===== src/rtl/uart_rx.sv =====
// Oversampling UART receiver: start bit, dataWidth data bits LSB first, optional parity, stop bit.
// Each bit is decided by a 3-sample majority around mid-bit; results are one-cycle pulses.
module uart_rx #(
  parameter int dataWidth     = 8,
  parameter int prescaleWidth = 6
) (
  input  logic                     clk,
  input  logic                     rst,
  input  logic                     rx_in,
  input  logic [prescaleWidth-1:0] prescale,
  input  logic                     par_en,
  input  logic                     par_type,
  output logic [dataWidth-1:0]     p_data,
  output logic                     data_valid,
  output logic                     par_err,
  output logic                     stop_err,
  output logic                     busy
);

  localparam int BCW = (dataWidth > 1) ? $clog2(dataWidth) : 1;

  localparam logic [2:0] S_IDLE   = 3'd0;
  localparam logic [2:0] S_START  = 3'd1;
  localparam logic [2:0] S_DATA   = 3'd2;
  localparam logic [2:0] S_PARITY = 3'd3;
  localparam logic [2:0] S_STOP   = 3'd4;

  localparam logic [prescaleWidth-1:0] ONE      = prescaleWidth'(1);
  localparam logic [prescaleWidth-1:0] TWO      = prescaleWidth'(2);
  localparam logic [BCW-1:0]           LAST_BIT = BCW'(dataWidth - 1);

  logic [2:0]               r_state;
  logic [prescaleWidth-1:0] r_edge_cnt;
  logic [BCW-1:0]           r_bit_cnt;
  logic [prescaleWidth-1:0] r_ps;
  logic                     r_par_en;
  logic                     r_par_type;
  logic [2:0]               r_samp;
  logic [dataWidth-1:0]     r_shift;
  logic                     r_par_flag;

  logic [prescaleWidth-1:0] w_half;
  logic                     w_last_edge;
  logic                     w_maj;

  assign w_half      = r_ps >> 1;
  assign w_last_edge = (r_edge_cnt == r_ps - ONE);
  assign w_maj       = (r_samp[0] & r_samp[1]) | (r_samp[0] & r_samp[2]) | (r_samp[1] & r_samp[2]);
  assign busy        = (r_state != S_IDLE);

  always_ff @(posedge clk) begin
    if (rst) begin
      r_state    <= S_IDLE;
      r_edge_cnt <= '0;
      r_bit_cnt  <= '0;
      r_ps       <= '0;
      r_par_en   <= 1'b0;
      r_par_type <= 1'b0;
      r_samp     <= '0;
      r_shift    <= '0;
      r_par_flag <= 1'b0;
      p_data     <= '0;
      data_valid <= 1'b0;
      par_err    <= 1'b0;
      stop_err   <= 1'b0;
    end else begin
      // NOTE: pulses default low every cycle; a later assignment in this block wins.
      data_valid <= 1'b0;
      par_err    <= 1'b0;
      stop_err   <= 1'b0;

      if (r_state != S_IDLE) begin
        if (r_edge_cnt == w_half - ONE) r_samp[0] <= rx_in;
        if (r_edge_cnt == w_half)       r_samp[1] <= rx_in;
        if (r_edge_cnt == w_half + ONE) r_samp[2] <= rx_in;
        r_edge_cnt <= w_last_edge ? '0 : r_edge_cnt + ONE;
      end

      case (r_state)
        S_IDLE: begin
          if (!rx_in) begin
            // The detecting edge is count 0 of the start bit, so the next edge is count 1.
            r_state    <= S_START;
            r_edge_cnt <= ONE;
            r_ps       <= prescale;
            r_par_en   <= par_en;
            r_par_type <= par_type;
            r_par_flag <= 1'b0;
            r_bit_cnt  <= '0;
          end
        end
        S_START: begin
          if (r_edge_cnt == w_half + TWO && w_maj) begin
            r_state    <= S_IDLE;
            r_edge_cnt <= '0;
          end else if (w_last_edge) begin
            r_state <= S_DATA;
          end
        end
        S_DATA: begin
          if (w_last_edge) begin
            r_shift <= {w_maj, r_shift[dataWidth-1:1]};
            if (r_bit_cnt == LAST_BIT) begin
              r_bit_cnt <= '0;
              r_state   <= r_par_en ? S_PARITY : S_STOP;
            end else begin
              r_bit_cnt <= r_bit_cnt + BCW'(1);
            end
          end
        end
        S_PARITY: begin
          if (w_last_edge) begin
            r_par_flag <= (w_maj != ((^r_shift) ^ r_par_type));
            r_state    <= S_STOP;
          end
        end
        S_STOP: begin
          if (w_last_edge) begin
            r_state  <= S_IDLE;
            stop_err <= ~w_maj;
            par_err  <= r_par_flag;
            if (w_maj && !r_par_flag) begin
              p_data     <= r_shift;
              data_valid <= 1'b1;
            end
          end
        end
        default: r_state <= S_IDLE;
      endcase
    end
  end

endmodule


===== config.mk =====
export PLATFORM = sky130hd
export DESIGN_NAME = uart_rx
export DESIGN_NICKNAME = d
export VERILOG_FILES = /design/src/rtl/uart_rx.sv
export SDC_FILE = /design/constraint.sdc
export NUM_CORES = 1
export LEC_CHECK = 0
export BUFFER_PORTS_ARGS = -buffer_cell sky130_fd_sc_hd__buf_2
export CORE_ASPECT_RATIO = 0.75
export CORE_MARGIN = 5
export CORE_UTILIZATION = 32
export DETAILED_ROUTE_END_ITERATION = 8
export PLACE_DENSITY = 0.53
export SYNTH_ARGS = -nofsm -noshare
export SYNTH_HDL_FRONTEND = slang
export SYNTH_SLANG_ARGS = --single-unit

===== constraint.sdc =====
create_clock -name clk -period 5.3 [get_ports clk]
set_input_delay 1.06 -clock clk [delete_from_list [all_inputs] [get_ports clk]]
set_output_delay 1.06 -clock clk [all_outputs]
set_load 0.05 [all_outputs]

# After elaboration in Yosys (flattened, before gate mapping)
# Cells that the tools add are included.
# word_totals
in_bits,11
word_cells,88
ff_bits,43
out_inout_bits,12
# op_classes
n_eq_ne,17
n_reduce_logical,18
bitwise,10
n_addsub,6
muxes,22
# op_table
cell,n
3-bit two-way mux,11
6-bit == test,4
6-bit two-way mux,4
3-bit case mux with 5 select lines,1
6-bit case mux with 2 select lines,1
2-bit inequality test (second input constant),5
2-bit AND reduction,5
3-bit AND reduction,3
8-bit parity,1
5-bit by 1-bit adder with 6-bit output (second input constant),1
5-bit by 2-bit adder with 6-bit output (second input constant),1
6-bit by 1-bit adder with 6-bit output (second input constant),1
3-bit by 2-bit == test with 1-bit output (second input constant),2
3-bit == test (second input constant),2
6-bit by 5-bit == test with 1-bit output,1
3-bit case mux with 2 select lines,1
6-bit AND reduction,1
5-bit by 1-bit subtractor with 6-bit output (second input constant),1
6-bit by 1-bit subtractor with 6-bit output (second input constant),1
1-bit NOT,4
2-bit nonzero test,2
3-bit by 1-bit adder with 3-bit output (second input constant),1
1-bit bitwise AND,3
3-bit by 1-bit == test with 1-bit output (second input constant),1
11 further kinds,15

# Longest topological paths before layout
# Gate-level depths: netlist of the first run.
# depth
ltp_word,6
mapped_depth,9
ltp_nobuf,7

# Least setup slack after synthesis of the first run
# OpenSTA, ideal clock, no wires.
# synth_path
path_kind,input port to flip-flop
start,input rx_in
end,register r_par_flag
n_path_buf,1
arrival_ns,2.257
cell_stages,5
setup_ns,0.132
path_slack_ns,2.911
t_required_ns,5.168
cell_sequence,clkbuf_1 nor4_1 nor3_1 o31ai_1 o41ai_1
# synth_via
elab_chain_cells,2
# synth_rtl
element,line_no,text
"start, declared",9,"input logic rx_in,"
2-bit inequality test (no source line),--,
3-bit AND reduction (no source line),--,
"end signal, assigned",113,r_par_flag <= (w_maj != ((^r_shift) ^ r_par_type));
"end, declared",40,logic r_par_flag;
# No other way between the ends.
# A chain may end at the register's enable or synchronous reset.

# Worst setup path after layout of the first run
# layout_path
start,register r_state[2]
end,output busy
# layout_via
elab_chain_cells,1
# layout_rtl
element,line_no,text
"start, declared",32,logic [2:0] r_state;
"start signal, assigned",105,r_state <= r_par_en ? S_PARITY : S_STOP;
3-bit nonzero test,49,assign busy = (r_state != S_IDLE);
"end, declared",17,output logic busy
# No other way between the ends.

==> run summary, run 1 <==
Syn Std Cell Area: 0.00253 mm^2
Resized Gates After CTS: 0
Syn_nets: 311
Worst slew margin: 0.471
Prevailing post-synth register cell: dfxtp_1
Commonest non-fill, non-tap cell in the layout: nand2_1
Netlist cell types: 48
EDFF count, synth: 0
CP required: 4240 ps
First-pass DRT Iterations: 5
Setup crit end kind: output pin
Max Cap Viol: 0
First-pass GRT wire length: 10,000 um
Setup TNS: 0 ps
Largest net degree at the start of global routing: 29
DR vias: 2,039
DP Area: 0.00267 mm^2
Number of global-route vias before repair: 1,924
Detailed placement HPWL: 4270 um
Routed Antenna Nets: 0
Final period util: 0.538
Total Wirelength: 5840 um
Layout cells sized above 1: 0.140
Crit-path max FO: 10
Sequential share of the synthesized area: 0.340
Final setup fails: 0
Hold-fix buffers, CTS: 0
# fillers: 809
TritonCTS Sinks: 43
DRT iter0 DRCs: 127
Port Buffers: 22
Gr usage total: 0.126
Commonest cells after routing, fill and taps aside: 48 x nand2_1, 43 x dfxtp_1, 22 x buf_2
Skew final: 7.33 ps
Finished Layout Cells: 406
Skew-Pair Late Insertion Delay: 300 ps
Reg clk slew, reported paths: 90 ps
Final Wtd Congestion: 0.815
Multi-input combinational cell area: 0.00154 mm^2
Lkg Pwr: 1.10 nW
Finished Core Util: 0.357
Fmax: 0.351 GHz
Minimum clock period: 2850 ps
Die width: 113 um
WL/cell: 14.4 um
Final hold slack: 457 ps
Post-place setup slack: 2420 ps
Via density per instance: 5.02
Fin. Hold Viols: 0
Crit path DAT: 1790 ps
Area of the core: 0.00781 mm^2
Initial core utilization: 0.324
CTS Root Cell: clkbuf_8
Async SR Flop Fraction: 0
Initial antenna violation count: 0
CTS tree: built
Total chip power: 0.726 mW
Number of top-level pins: 23
Crit path launch type: flop
Layout Cell Area excl Fill: 0.00279 mm^2
Peak VDD IR: 0.000122 V
Mapped Avg Cell Area: 8.73 um^2
Die area: 0.00981 mm^2
Worst hold path type: flop to flop
Rows: 28
Antenna diodes: 0
Critical path type: flop to output pin
Seq cells post-synth: 43
Status: completed
Yosys warning total: 0
Post-Synthesis Cells: 290
Max-slew violations: 0
Power Density: 260 mW/mm^2
Total grt overflow: 0
Fin nets: 321
Buffer depth of the longest clock path: 2
Register area: 861 um^2
# placed instances: 398
Post-CTS setup buffers: 0
Chip height: 87.0 um
Remaining DRCs: 0
RSZ-0062 raised after global routing: false
TritonCTS Buffers: 5
Worst slew pin tran: 794 ps
Htree depth: 2
Setup ws final: 2450 ps
Area delta synth->final: 10.1%
## cells by family after synthesis
logic type               synth area share
multiplexers                       0.0711
buffers and inverters              0.0534
flip-flops                          0.340
AND/OR/NAND/NOR                     0.229
XOR/XNOR                            0.114
adder cells (fa/ha/maj)            0.0534
AO/OA/AOI/OAI                       0.139
## where the power goes
group / internal [mW] / switching (mW)
sequential: 0.331 / 0.0163
clock: 0.142 / 0.124
combinational: 0.0427 / 0.0703
total: 0.515 / 0.211
## worst max-delay path: stages, from the launching register on
cell and delay (ps):
dfxtp_1 440, nor3_2 470, inv_1 290, buf_2 290
## per-layer routing
metal / vias up / wire length [um] / GRT usage
met4: 0 / 77 / 0.0360
met5: - / 0 / 0
li1: 1035 / - / -
met2: 45 / 2300 / 0.174
met3: 7 / 292 / 0.0278
met1: 952 / 3170 / 0.194
## registers in the layout, summed over array words and instances (netlist names)
name        cells
stop_err        1
par_err         1
r_state         3
r_edge_cnt      6
r_par_flag      1
p_data          8
r_samp          3
r_shift         8
r_par_en        1
r_ps            6
data_valid      1
r_par_type      1
r_bit_cnt       3
## layout make-up
cell class / instances / share of cell area
Sequential cell: 43 / 0.309
Tap cell: 105 / 0.0471
Inverter: 7 / 0.00943
Clock buffer: 5 / 0.0247
Clock inverter: 3 / 0.0166
Multi-Input combinational cell: 220 / 0.551
Timing Repair Buffer: 23 / 0.0422
## path summary, 6_finish.rpt
kind | depth (start not counted) | slack (ps) | start | end
hold / removal | 2 | 460 | p_data[0] | p_data[0]
hold reg to reg | 2 | 460 | p_data[0] | p_data[0]
setup reg to reg | 7 | 2520 | r_ps[2] | p_data[3]
setup / recovery | 3 | 2450 | r_state[2] | busy
## synth_stat cells (3+ instances only)
cell | n | area, um^2
nor3_1 | 9 | 45.0
ha_1 | 10 | 125
nand4_1 | 3 | 18.8
clkbuf_1 | 9 | 33.8
nand3_1 | 8 | 40.0
a21oi_1 | 15 | 75.1
a2111oi_1 | 4 | 40.0
dfxtp_1 | 43 | 861
xor2_1 | 19 | 166
nand2_1 | 48 | 180
and3_1 | 3 | 18.8
xnor2_1 | 14 | 123
nor2_1 | 14 | 52.6
inv_1 | 6 | 22.5
o21ai_0 | 4 | 20.0
a41o_1 | 3 | 30.0
nor4_1 | 6 | 37.5
buf_2 | 5 | 25.0
buf_4 | 3 | 22.5
mux2i_1 | 18 | 180
o31ai_1 | 3 | 22.5
nand2b_1 | 7 | 43.8
Power figures use the tool's default switching activity.
==> run 2, diff against run 1 <==
ABC_AREA = 1   (was default)
PLACE_DENSITY = 0.55   (was 0.53)
clock period = 2.6 ns   (was 5.3 ns; I/O delays follow)
==> run 2 against run 1 <==
Net effect:
- sequential share of layout area is 0.26 points lower
- area after synthesis is 0.40% lower
- largest power group is now combinational cells
- first-iteration DRC count is 18% higher
==> run summary, run 2 <==
Status: completed
WP buf/inv: 3
RR Endpoint: r_bit_cnt[1]
Syn Std Cell Area: 0.00252 mm^2
# placed instances: 496
Minimum clock period: 2210 ps
Final setup fails: 0
Worst slew pin tran: 610 ps
Mux contribution to synthesized area: 0
Async SR Flop Fraction: 0
Adder-Cell Fraction of Synth Area: 0.0496
Area share of the largest cell type after synthesis: 0.341
Htree depth: 2
Slowest Stage Delay on Critical Path: 470 ps
RSZ-0062 raised after global routing: false
Via density per instance: 4.44
Finished Layout Cells: 504
Chip height: 86.9 um
Crit path launch type: flop
Met3 WL post-DR: 356 um
TritonCTS Buffers: 5
First-pass GRT wire length: 10000 um
Worst slew margin: 0.593
Synth cell count leaders: 101 x nand2_1, 53 x nor2_1, 43 x dfxtp_1, 43 x inv_1, 25 x a21oi_1
TritonCTS Sinks: 43
Delay-heaviest family, CP: simple AND/OR/NAND/NOR gates
Largest family of logic cells by synthesized area: simple AND/OR/NAND/NOR gates
# fillers: 847
Initial core utilization: 0.324
Yosys warning total: 0
Die width: 113 um
Critical path type: flop to flop
Max Cap Viol: 0
Total chip power: 2.40 mW
Worst r2r src: r_ps[2]
Resized Gates After CTS: 0
M1 WL: 3230 um
Worst hold path type: flop to flop
Top Metal Used: met4
Post-CTS setup buffers: 0
CTS tree: built
EDFF count, synth: 0
Setup crit end kind: flop
Power Density: 853 mW/mm^2
Syn_nets: 397
Reg clk slew, reported paths: 90 ps
Setup ws final: 393 ps
Prevailing post-synth register cell: dfxtp_1
Fin nets: 419
Skew-Pair Late Insertion Delay: 300 ps
Hold-fix buffers, CTS: 0
Buffer depth of the longest clock path: 2
Crit-path max FO: 9
Initial antenna violation count: 0
Regs by FF count: p_data x8, r_shift x8
Area of the core: 0.00778 mm^2
Netlist cell types: 32
Area leader, netlist: dfxtp_1
Gr usage total: 0.125
Antenna diodes: 0
Lkg Pwr: 1.33 nW
Total grt overflow: 0
Synth area leaders: dfxtp_1 34%, nand2_1 15%, nor2_1 7.9%
Post-place setup slack: 434 ps
Remaining DRCs: 0
Setup TNS: 0 ps
DRT iter0 DRCs: 150
Post-Synthesis Cells: 376
Commonest non-fill, non-tap cell in the layout: nand2_1
Crit path DAT: 2380 ps
Number of global-route vias before repair: 2,026
WL/cell: 11.5 um
Critical Path Sink: r_bit_cnt[1]
R2R setup slack: 390 ps
Detailed placement HPWL: 4430 um
Total Wirelength: 5790 um
Top-count cell post-synth: nand2_1
Final hold slack: 471 ps
Final period util: 0.849
Fmax: 0.453 GHz
Die area: 0.00978 mm^2
Seq cells post-synth: 43
Met2 Routed Length: 2140 um
Xor/xnor share of the synthesized area: 0.0863
Layout cells sized above 1: 0.118
Routed Antenna Nets: 0
First-pass DRT Iterations: 4
Simple-gate share of the synthesized area: 0.326
Multi-input combinational cell area: 0.00142 mm^2
FF-to-FF path depth: 12
Crit. Startpoint: r_ps[2]
Skew final: 15.5 ps
Max-slew violations: 0
Largest net degree at the start of global routing: 18
Final Wtd Congestion: 0.872
Peak VDD IR: 0.000535 V
Port Buffers: 22
Number of top-level pins: 23
Commonest cells after routing, fill and taps aside: 101 x nand2_1, 53 x nor2_1, 43 x inv_1, 43 x dfxtp_1, 25 x a21oi_1
Critical Path Stages: 12
Area delta synth->final: 11.5%
CP required: 2780 ps
CTS Root Cell: clkbuf_8
Complex-gate fraction of the synthesized area: 0.0992
Register area: 861 um^2
Worst path slowest cell: dfxtp_1
Sequential share of the synthesized area: 0.341
Rows: 28
DR vias: 2,238
CP cell instances: inv_1 -> ha_1 -> nand2_1 -> inv_1 -> o21ai_1 -> nand3_1 -> nor2_2 -> nand3_2 -> nand2_1 -> inv_1 -> nand2_1 -> a21oi_1
Fin. Hold Viols: 0
Mapped Avg Cell Area: 6.71 um^2
## run 2: kinds of logic (layout without fill, tap and decap cells)
| logic type | after synthesis | count (layout) |
|---|---|---|
| buf+inv | 57 | 80 |
| compound gates | 48 | 48 |
| fa+ha+maj | 10 | 10 |
| flops | 43 | 43 |
| xor+xnor | 24 | 24 |
| simple gates | 194 | 194 |
## run 2: routing by layer
layer / vias to the layer above / track usage
met2: 48 / 0.170
met4: 0 / 0.0317
met1: 972 / 0.196
li1: 1214 / -
met5: - / 0
met3: 4 / 0.0285
## run 2: worst reg2reg max path: stages (launching register included)
cell and delay [ps]:
dfxtp_1 470, inv_1 200, ha_1 300, nand2_1 130, inv_1 40, o21ai_1 70, nand3_1 100, nor2_2 180
nand3_2 200, nand2_1 190, inv_1 80, nand2_1 60, a21oi_1 60
## run 2: layout make-up
cell class,count,share of cell area
Clock buffer,5,0.0245
Clock inverter,3,0.00846
Inverter,48,0.0659
Multi-Input combinational cell,276,0.504
Sequential cell,43,0.306
Tap cell,105,0.0467
Timing Repair Buffer,24,0.0445
## run 2: how the worst min path moves through the flow
stage	cells past startpoint	startpoint	to	slack [ps]
after floorplan	2	r_par_flag	par_err	430
after global placement	2	r_par_flag	par_err	450
after detailed placement	2	r_par_flag	par_err	460
after CTS	2	r_par_flag	par_err	470
after global routing	3	rx_in	r_samp[2]	490
final	2	r_par_flag	par_err	470
## run 2: per-stage QoR
stage          utilization  area [um^2]
2_1_floorplan            -         2520
3_3_place_gp         0.350         2720
3_5_place_dp         0.350         2720
4_1_cts              0.361         2810
5_1_grt              0.361         2810
6_report             0.361         2810
## run 2: power breakdown
part | switching, mW | internal (mW)
sequential | 0.126 | 0.746
combinational | 0.705 | 0.365
clock | 0.262 | 0.193
total | 1.09 | 1.30
==> run 3, diff against run 2 <==
ABC_AREA = 0   (was 1)
clock period = 1.8 ns   (was 2.6 ns; I/O delays follow)
==> run 3 against run 2 <==
Net effect:
- the flow now finishes with violations (negative setup slack)
- flip-flop and latch count unchanged
- die area up 0.35%
- fmax up 9.0%
- clock power up 64%
- sequential share of layout area down 5.9 points
- power down 2.9%
- design area up 25%
- register-to-register slack worse by 620 ps
- combinational power down 45%
- count of clock-buffer cells in the layout up 1
- wire length up 17%
- first-iteration DRC count down 33%
==> run summary, run 3 (same netlist as run 1, synthesis figures left out) <==
Status: finished, violations left
Failing checks: negative setup slack
Reg clk slew, reported paths: 90 ps
Worst hold path type: primary input to flop
Initial antenna violation count: 0
Crit path DAT: 2220 ps
Largest net degree at the start of global routing: 21
Pint: 1.59 mW
Worst slew pin tran: 813 ps
Register area: 871 um^2
Via density per instance: 4.95
Worst slew margin: 0.454
Final Wtd Congestion: 0.895
Area of the core: 0.00781 mm^2
Multi-input combinational cell area: 0.00181 mm^2
Worst path slowest cell: dfxtp_4
Finished Layout Cells: 462
TritonCTS Buffers: 5
Setup ws final: -225 ps
CP required: 2000 ps
Minimum clock period: 2020 ps
Commonest non-fill, non-tap cell in the layout: buf_4
TritonCTS Sinks: 43
Detailed placement HPWL: 4850 um
Total Wirelength: 6750 um
Layout Cell Area excl Fill: 0.00353 mm^2
Max Cap Viol: 0
Peak VDD IR: 0.000345 V
DRT iter0 DRCs: 101
Number of top-level pins: 23
Switch Pwr: 0.733 mW
Critical path type: flop to flop
DP Area: 0.00310 mm^2
Final period util: 1.12
Area delta synth->final: 39.3%
Crit-path max FO: 6
Logic gate share of total power: 0.251
R2R setup slack: -220 ps
Gr usage total: 0.140
Routed Antenna Nets: 0
Clock power frac: 0.320
Htree depth: 2
Setup crit end kind: flop
Layout cells sized above 1: 0.389
Rows: 28
Chip height: 87.0 um
Sequential fraction of design power: 0.429
Fin. Hold Viols: 0
Final setup fails: 33
Slowest Stage Delay on Critical Path: 390 ps
Number of global-route vias before repair: 2,235
Crit path launch type: flop
Port Buffers: 22
# placed instances: 445
RSZ-0062 raised after global routing: true
Skew final: 10.1 ps
Regs by FF count: p_data x8, r_shift x8
CP cell instances: inv_6 -> ha_4 -> nor3b_4 -> and3_4 -> o221ai_4 -> buf_4 -> buf_4 -> nor3_4 -> a2111oi_2
Remaining DRCs: 0
Antenna diodes: 0
DR vias: 2,287
Fin nets: 377
Finished Core Util: 0.451
First-pass GRT wire length: 10,900 um
WL/cell: 14.6 um
Delay-heaviest family, CP: compound AO/OA/AOI/OAI gates
Skew-Pair Late Insertion Delay: 310 ps
Buffer depth of the longest clock path: 2
Die area: 0.00981 mm^2
Max-slew violations: 0
Total chip power: 2.33 mW
Hold-fix buffers, CTS: 0
First-pass DRT Iterations: 4
Lkg Pwr: 1.47 nW
Power Density: 660 mW/mm^2
Switching Fraction: 0.315
Fmax: 0.494 GHz
Die width: 113 um
CTS tree: built
# fillers: 755
CTS Root Cell: clkbuf_8
WP buf/inv: 3
Most frequent CP cell: buf_4
Commonest cells after routing, fill and taps aside: 53 x buf_4, 47 x nand2_1, 39 x dfxtp_1
Post-place setup slack: -267 ps
Total grt overflow: 0
Initial core utilization: 0.324
-- run 3: changes by cell type in the layout (fill, tap and decap cells not counted), moves of 7 or more --
cell and change:
buf_4 +51, nand2b_1 +7, o21ai_0 -14, nor2_1 -40, inv_1 -41, nand3_1 -9
mux2i_1 +18, nand2_1 -54, a21oi_1 -14
-- run 3: layer usage --
layer	GRT usage	up-vias	wire, um
li1	-	1154	-
met1	0.205	1083	3550
met2	0.196	41	2800
met3	0.0389	9	299
met4	0.0448	0	107
met5	0	-	0
-- run 3: power groups by stage --
stage / registers [mW] / logic, mW / clock network, mW
CTS: 0.999 / 0.529 / 0.763
detailed placement: 1.02 / 0.483 / 0
global placement: 1.02 / 0.480 / 0
global route: 1.00 / 0.635 / 0.805
finish: 0.999 / 0.584 / 0.744
floorplan: 1.01 / 0.310 / 0
-- run 3: layout make-up --
type | count | area share
Clock buffer | 6 | 0.0266
Clock inverter | 2 | 0.00497
Inverter | 7 | 0.0106
Multi-Input combinational cell | 220 | 0.514
Sequential cell | 43 | 0.247
Tap cell | 105 | 0.0372
Timing Repair Buffer | 79 | 0.159
-- run 3: worst paths after layout --
check | from | to | depth (start not counted)
setup / recovery | r_ps[2] | r_edge_cnt[3] | 9
hold / removal | prescale[1] | r_ps[1] | 3
setup reg to reg | r_ps[2] | r_edge_cnt[3] | 9
hold reg to reg | p_data[1] | p_data[1] | 2
-- run 3: stage by stage --
stage / setup TNS (ps) / hold slack [ps]
3_5_place_dp: -5830 / 445
6_report: -4900 / 272
3_3_place_gp: -4450 / 441
4_1_cts: -4410 / 262
5_1_grt: -8430 / 272
2_1_floorplan: -1590 / 437
-- run 3: repair_timing --
action	4_1_cts	5_1_grt
pin swaps	8	9
endpoints found under the hold margin	0	0
setup buffers	5	6
endpoints found under the setup margin	35	34
resized for setup	22	26
-- run 3: worst min-delay path: stages --
cell     delay, ps
buf_2           90
nand2_1         40
a21oi_1         50
